===== src/rtl/au_div_seq.sv =====
// Sequential unsigned restoring divider producing one quotient bit per clock.
// Also contains AU_sub_cz, the WIDTH-bit subtractor with borrow-out that
// performs the trial subtraction each iteration.

module AU_sub_cz #(
    parameter int WIDTH = 8,
    parameter int ARCH  = 0
) (
    input  logic [WIDTH-1:0] a,
    input  logic [WIDTH-1:0] b,
    input  logic             ci,
    output logic [WIDTH-1:0] s,
    output logic             co
);
    // a - b - ci is computed as a + ~b + ~ci; co is the borrow (inverted carry).
    localparam int LEVELS = (WIDTH > 1) ? $clog2(WIDTH) : 1;

    logic [WIDTH-1:0] g_s;
    logic [WIDTH-1:0] p_s;
    logic [WIDTH-1:0] gp_s;
    logic [WIDTH-1:0] pp_s;
    logic [WIDTH-1:0] c_s;
    logic             cin_s;
    logic             cout_s;

    assign g_s   = a & ~b;
    assign p_s   = ~(a ^ b);
    assign cin_s = ~ci;

    // Group generate/propagate prefix: ripple, Kogge-Stone or Sklansky by ARCH.
    always_comb begin
        logic [WIDTH-1:0] gv;
        logic [WIDTH-1:0] pv;
        logic [WIDTH-1:0] gn;
        logic [WIDTH-1:0] pn;
        int               j;
        gv = g_s;
        pv = p_s;
        gn = g_s;
        pn = p_s;
        j  = 0;
        if (ARCH == 0) begin
            for (int i = 1; i < WIDTH; i++) begin
                gv[i] = g_s[i] | (p_s[i] & gv[i-1]);
                pv[i] = p_s[i] & pv[i-1];
            end
        end else begin
            for (int l = 0; l < LEVELS; l++) begin
                gn = gv;
                pn = pv;
                for (int i = 0; i < WIDTH; i++) begin
                    if (ARCH == 1) begin
                        j = i - (32'sd1 <<< l);
                    end else if (((i >>> l) & 32'sd1) == 32'sd1) begin
                        j = ((i >>> l) <<< l) - 32'sd1;
                    end else begin
                        j = -32'sd1;
                    end
                    if (j >= 32'sd0) begin
                        gn[i] = gv[i] | (pv[i] & gv[j]);
                        pn[i] = pv[i] & pv[j];
                    end else begin
                        gn[i] = gv[i];
                        pn[i] = pv[i];
                    end
                end
                gv = gn;
                pv = pn;
            end
        end
        gp_s = gv;
        pp_s = pv;
    end

    // Per-bit carries from the group terms and the carry-in.
    always_comb begin
        c_s    = '0;
        c_s[0] = cin_s;
        for (int i = 1; i < WIDTH; i++) begin
            c_s[i] = gp_s[i-1] | (pp_s[i-1] & cin_s);
        end
        cout_s = gp_s[WIDTH-1] | (pp_s[WIDTH-1] & cin_s);
    end

    assign s  = p_s ^ c_s;
    assign co = ~cout_s;

endmodule

module au_div_seq #(
    parameter int WIDTH = 8,
    parameter int ARCH  = 0
) (
    input  logic             clk,
    input  logic             rst_n,
    input  logic             in_valid,
    output logic             in_ready,
    input  logic [WIDTH-1:0] a,
    input  logic [WIDTH-1:0] b,
    output logic             out_valid,
    input  logic             out_ready,
    output logic [WIDTH-1:0] q,
    output logic [WIDTH-1:0] r,
    output logic             dz
);
    localparam int SW = WIDTH + 1;
    localparam int CW = (WIDTH > 1) ? $clog2(WIDTH) : 1;
    localparam logic [CW-1:0] LAST = CW'(WIDTH - 1);

    typedef enum logic [1:0] {
        IDLE = 2'd0,
        CALC = 2'd1,
        DONE = 2'd2
    } state_t;

    state_t            state_r;
    logic [WIDTH-1:0]  quo_r;
    logic [WIDTH-1:0]  rem_r;
    logic [WIDTH-1:0]  den_r;
    logic [CW-1:0]     cnt_r;

    logic [SW-1:0]     minuend_s;
    logic [SW-1:0]     subtr_s;
    logic [SW-1:0]     diff_s;
    logic              borrow_s;
    logic [WIDTH-1:0]  rem_next_s;
    logic [WIDTH-1:0]  quo_next_s;
    logic              diff_msb_unused_s;

    // Shift the next dividend bit into the partial remainder and try D.
    assign minuend_s = {rem_r, quo_r[WIDTH-1]};
    assign subtr_s   = {1'b0, den_r};

    AU_sub_cz #(
        .WIDTH (SW),
        .ARCH  (ARCH)
    ) u_sub (
        .a  (minuend_s),
        .b  (subtr_s),
        .ci (1'b0),
        .s  (diff_s),
        .co (borrow_s)
    );

    // With R < D the difference always fits in WIDTH bits.
    assign diff_msb_unused_s = diff_s[WIDTH];

    // Restore on borrow, otherwise keep the difference.
    always_comb begin
        if (borrow_s) begin
            rem_next_s = minuend_s[WIDTH-1:0];
        end else begin
            rem_next_s = diff_s[WIDTH-1:0];
        end
    end

    generate
        if (WIDTH == 1) begin : g_q1
            assign quo_next_s = ~borrow_s;
        end else begin : g_qn
            assign quo_next_s = {quo_r[WIDTH-2:0], ~borrow_s};
        end
    endgenerate

    // Control FSM with the working registers and registered handshake/result outputs.
    always_ff @(posedge clk or negedge rst_n) begin
        if (!rst_n) begin
            state_r   <= IDLE;
            in_ready  <= 1'b1;
            out_valid <= 1'b0;
            q         <= '0;
            r         <= '0;
            dz        <= 1'b0;
            cnt_r     <= '0;
            quo_r     <= '0;
            rem_r     <= '0;
            den_r     <= '0;
        end else begin
            case (state_r)
                IDLE: begin
                    if (in_valid && in_ready) begin
                        quo_r    <= a;
                        rem_r    <= '0;
                        den_r    <= b;
                        dz       <= (b == '0);
                        cnt_r    <= '0;
                        in_ready <= 1'b0;
                        state_r  <= CALC;
                    end else begin
                        in_ready <= 1'b1;
                    end
                end
                CALC: begin
                    quo_r <= quo_next_s;
                    rem_r <= rem_next_s;
                    cnt_r <= cnt_r + CW'(1);
                    if (cnt_r == LAST) begin
                        q         <= quo_next_s;
                        r         <= rem_next_s;
                        out_valid <= 1'b1;
                        state_r   <= DONE;
                    end else begin
                        out_valid <= 1'b0;
                    end
                end
                DONE: begin
                    if (out_ready) begin
                        out_valid <= 1'b0;
                        in_ready  <= 1'b1;
                        state_r   <= IDLE;
                    end else begin
                        out_valid <= 1'b1;
                    end
                end
                default: begin
                    state_r   <= IDLE;
                    in_ready  <= 1'b1;
                    out_valid <= 1'b0;
                end
            endcase
        end
    end

endmodule

===== config.mk =====
export PLATFORM = sky130hd
export DESIGN_NAME = au_div_seq
export DESIGN_NICKNAME = d
export VERILOG_FILES = /design/src/rtl/au_div_seq.sv
export SDC_FILE = /design/constraint.sdc
export NUM_CORES = 1
export LEC_CHECK = 0
export CAP_MARGIN = 20
export CORE_MARGIN = 1
export CORE_UTILIZATION = 30
export DETAILED_ROUTE_END_ITERATION = 6
export GPL_ROUTABILITY_DRIVEN = 1
export GPL_TIMING_DRIVEN = 1
export PLACE_DENSITY = 0.6
export SLEW_MARGIN = 5
export SYNTH_ARGS = -nofsm -noshare
export SYNTH_HDL_FRONTEND = slang
export SYNTH_HIERARCHICAL = 1
export SYNTH_SLANG_ARGS = --single-unit

===== constraint.sdc =====
create_clock -name clk -period 7.3 [get_ports clk]
set_input_delay 1.46 -clock clk [delete_from_list [all_inputs] [get_ports clk]]
set_output_delay 1.46 -clock clk [all_outputs]
set_load 0.03 [all_outputs]

### Word level (Yosys, flattened, before mapping)

Cells that the tools add are included.

| storage, ports and cells | value |
|---|---|
| register bits after elaboration | 48 |
| input bits | 20 |
| output and inout bits | 19 |

| cells by class | value |
|---|---|
| add/sub/neg operators | 1 |
| equality and inequality tests | 6 |
| mux-type cells | 17 |
| bitwise gates (word level) | 38 |
| reduce and logical (&&, ||, !) cells | 9 |

Operators by type and width:

| kind | number |
|---|---|
| one-hot mux 8 bit (2 select lines) | 2 |
| two-way mux 8 bit | 3 |
| bitwise AND 1 bit | 16 |
| bitwise OR 1 bit | 16 |
| bitwise AND 9 bit | 1 |
| NOT 8 -> 9 bit | 1 |
| NOT 9 bit | 1 |
| XOR 9 x 8 -> 9 bit | 1 |
| zero test 8 bit | 1 |
| AND reduction 2 bit | 4 |
| XOR 8 bit | 1 |
| two-way mux 2 bit | 3 |
| inequality test 2 bit (second input constant) | 3 |
| one-hot mux 1 bit (3 select lines) | 2 |
| one-hot mux 2 bit (3 select lines) | 1 |
| one-hot mux 3 bit (2 select lines) | 1 |
| two-way mux 1 bit | 4 |
| adder 3 x 1 -> 3 bit (second input constant) | 1 |
| equality test 3 bit (second input constant) | 1 |
| two-way mux 3 bit | 1 |
| AND reduction 3 bit | 1 |
| equality test 2 x 1 -> 1 bit (second input constant) | 1 |
| equality test 2 bit (second input constant) | 1 |
| zero test 2 bit | 1 |
| 3 further kinds | 3 |

### Logic depth before layout (Yosys ltp)

| logic depth | value |
|---|---|
| depth after elaboration | 21 |
| gate-level depth with buffers | 9 |

### Hierarchy

Netlist, hierarchy kept.

By module, submodules not included:

| module | instances | cells each | area each (sq um) | sequential area each (sq um) |
|---|---|---|---|---|
| au_div_seq | 1 | 159 | 2127.0 | 1202.4 |
| AU_sub_cz | 1 | 49 | 382.9 | 0.0 |

### Least setup slack after synthesis

Ideal clock, no wire load.

| timing path | value |
|---|---|
| path kind | flip-flop to flip-flop |
| start point | register rem_r[0] |
| end point | register quo_r[0] |
| library setup time | 0.128 ns |
| arrival time | 2.288 ns |
| path slack | 4.885 ns |
| cell stages (with the launch flop) | 9 |
| buffers on the path | 1 |
| period minus slack after synthesis | 2.415 ns |
| cell sequence | dfrtp_1 > ha_1 > a21o_1 > a211o_1 > a221o_1 > a21oi_1 > buf_2 > o21ai_0 > mux2_1 |

| between the ends | value |
|---|---|
| longest elaborated chain between the ends | 20 |
| elaborated cells on any way between the ends | 29 |

Ends and longest elaborated chain:

| element | line | source |
|---|---|---|
| start: declaration | 118 | `logic [WIDTH-1:0] rem_r;` |
| start signal: assignment | 195 | `rem_r <= rem_next_s;` |
| XOR 9 x 8 -> 9 bit | 27 | `assign p_s = ~(a ^ b);` |
| NOT 9 bit | 27 |  |
| bitwise AND 1 bit | 44 | `gv[i] = g_s[i] \| (p_s[i] & gv[i-1]);` |
| bitwise OR 1 bit | 44 |  |
| bitwise AND 1 bit | 44 |  |
| bitwise OR 1 bit | 44 |  |
| bitwise AND 1 bit | 44 |  |
| bitwise OR 1 bit | 44 |  |
| [4 not listed] | -- |  |
| bitwise AND 1 bit | 44 |  |
| bitwise OR 1 bit | 44 |  |
| bitwise AND 1 bit | 44 |  |
| bitwise OR 1 bit | 44 |  |
| bitwise AND 1 bit | 44 |  |
| bitwise OR 1 bit | 44 |  |
| bitwise OR 1 bit * | 82 | `cout_s = gp_s[WIDTH-1] \| (pp_s[WIDTH-1] & cin_s);` |
| one-hot mux 8 bit (2 select lines) * | 179 | `case (state_r)` |
| end signal: assignment | 194 | `quo_r <= quo_next_s;` |
| end: declaration | 117 | `logic [WIDTH-1:0] quo_r;` |

Every way passes the cells marked *; elsewhere a longest branch is shown, timed or not.
A chain may end at the register's enable or synchronous reset.

### Worst setup path in the final report

Same ends and word-level chain as after synthesis.

==> metrics.md <==
| Metric | Value |
|---|---|
| CP Data Arrival Time | 3.29 ns |
| H-tree levels | 2 |
| Crit path launch type | flop |
| Critical path data required time | 7.49 ns |
| Non-filler cells, final | 350 |
| CP Depth | 7 |
| Max Freq | 0.3232 GHz |
| Area of the multi-input gates | 0.001191 mm^2 |
| Setup violations, final | 0 |
| Yosys warns | 6 |
| Clock Skew | 0.006879 ns |
| CTS clock-pin slew for the worst setup and hold paths | 0.09 ns |
| Final net count | 283 |
| Measured slew at the worst slew-check pin | 1.023 ns |
| Crit path from | rem_r[0]$_DFFE_PN0P_ |
| Crit path buffers/inverters | 0 |
| Core Region | 0.007888 mm^2 |
| Max stage delay on crit path | 0.81 ns |
| Reg power frac | 34.2% |
| Place WS | 4.203 ns |
| Die width | 93.31 um |
| Clock Tree Root | clkbuf_8 |
| Layout area overhead | 23.06% |
| Overflow after GRT | 0 |
| Port Buffers | 38 |
| WL/cell | 13.43 um |
| TritonCTS buffer count | 5 |
| Hold_sp | cnt_r[0]$_DFFE_PN0P_ |
| Peak supply drop | 0.1072 mV |
| Rel. slew slack | 31.83% |
| P_sw | 0.0004833 W |
| Rows | 32 |
| Final period utilization | 42.39% |
| CTS tree | built |
| Post-layout min period | 3.094 ns |
| Post-CTS Setup Inserts | 0 |
| Launching point of the worst reg2reg path | rem_r[0]$_DFFE_PN0P_ |
| Iteration-0 DRC Markers | 70 |
| Flip-flop and latch area | 0.001202 mm^2 |
| RSZ-0062 raised after global routing | false |
| HP Class | reg -> reg |
| Die area | 0.008707 mm^2 |
| Hold WS | 0.4861 ns |
| Io pins | 39 |
| Syn Area/Cell | 12.08 um^2 |
| Critical-path cell list | ha_1, a21o_1, a211o_1, a221o_1, a21oi_1, o21ai_0, mux2_1 |
| DRT Pass-1 Iters | 4 |
| Initial antenna violation count | 0 |
| Share of post-route cells with drive strength above 1 | 16.94% |
| Post-CTS sizing | 0 |
| Clk sinks | 48 |
| Pins over their slew limit | 0 |
| Total GRT Usage | 11.95% |
| Final hold vios | 0 |
| Switching portion of total power | 38.25% |
| Fin Setup TNS | 0 ns |
| Fillers | 792 |
| Cells after Synth | 207 |
| DRC viols | 0 |
| Post-DP HPWL | 3.448 mm |
| Logic pwr share | 50.7% |
| PD cells | 410.5 mW/mm^2 |
| Placer Congestion | 0.7830 |
| Status | finished clean |
| CTS Hold Buffers Added | 0 |
| Post-route setup slack | 4.206 ns |
| Hold depth | 1 |
| Largest net degree at the start of global routing | 49 |
| Number of max-cap violations | 0 |
| Clock Latency Late Sink | 0.30 ns |
| Synthesized cell area | 0.002501 mm^2 |
| Final antenna-violating net count | 0 |
| Worst-path maximum fanout | 10 |
| Vias | 1,631 |
| Starting Density | 31.71% |
| First-pass GRT wire length | 8.031 mm |
| Ant diodes | 0 |
| Power share of the clock group | 15.1% |
| CP endpoint kind | flop |
| Vias in the first global route | 1,634 |
| Placed insts | 341 |
| Critical Setup Path Class | reg -> reg |
| Leakage | 1.445 nW |
| Die height | 93.31 um |
| Drt total wl | 4.699 mm |
| Crit-path slowest cell | a21oi_1 |
| Via density | 4.660 |
| Reg2reg path depth | 7 |
| Int Pwr | 0.0007802 W |
| Max clock buf depth | 2 |
| Top Family by Delay on Critical Path | compound AO/OA/AOI/OAI gates |
metrics by stage:
stage	cell area [um^2]	power, W	utilization, %
finish	3078	0.001264	39.02
global route	3078	0.001359	39.02
CTS	3058	0.001276	38.77
detailed placement	2952	0.001081	37.42
global placement	2952	0.001070	37.42
floorplan	2509	0.0009328	-
worst reg2reg max path, delay by kind of cell (launching register included):
kind,cells,cell delay [ns]
adder cells (fa/ha/maj),1,0.36
multiplexers,1,0.33
flip-flops,1,0.41
AO/OA/AOI/OAI,5,1.88
registers in the layout (all words and copies together), names as in the netlist:
register and cells:
cnt_r 3, den_r 8, dz 1, in_ready 1
out_valid 1, q 8, quo_r 8, r 8
rem_r 8, state_r 2
worst paths after layout:
check / endpoint / slack (ns)
min reg2reg: cnt_r[0]$_DFFE_PN0P_ / 0.49
min: cnt_r[0]$_DFFE_PN0P_ / 0.49
min in group asynchronous: q[4]$_DFFE_PN0P_ / 1.10
max: quo_r[0]$_DFFE_PN0P_ / 4.21
max reg2reg: quo_r[0]$_DFFE_PN0P_ / 4.21
max in group asynchronous: in_ready$_DFFE_PN1P_ / 5.62
cells in the final DEF, fill, tap and decap left out, types with 2 or more instances in the layout:
master           count
a211oi_1             2
a21o_1               5
a21oi_1              5
a22o_1               2
and2_1               2
clkbuf_1             2
clkbuf_8             5
clkdlybuf4s50_1     37
conb_1               3
dfrtp_1             47
ha_1                15
inv_1               13
mux2_2              30
mux2i_1             10
nand2_1             14
nor2_1               2
nor2b_1              2
nor4_1               2
o21ai_0             14
o2bb2ai_1            8
xnor2_1              4
xor2_1               3
per-layer routing:
metal | track usage, % | up-vias | wire length (um)
met4 | 5.385 | 0 | 93
met1 | 15.79 | 786 | 2354
met2 | 18.44 | 25 | 2058
met5 | 0 | - | 0
li1 | - | 814 | -
met3 | 2.927 | 6 | 192
area by class of cell:
class / instances / area share, %
flip-flops and latches: 48 / 39.06
clock inverters: 1 / 0.9756
clock buffers: 7 / 2.480
well taps: 102 / 4.146
inverters: 14 / 1.789
multi-input cells: 139 / 38.70
repair buffers: 39 / 12.85
power groups by stage:
stage	sequential [W]	combinational, W	clock, W
floorplan	0.000475	0.000458	0
CTS	0.000433	0.000645	0.000198
global placement	0.000436	0.000635	0
global route	0.000446	0.000706	0.000206
detailed placement	0.000438	0.000643	0
finish	0.000432	0.000641	0.000191
Note: power is estimated with default switching activity, not from simulation.
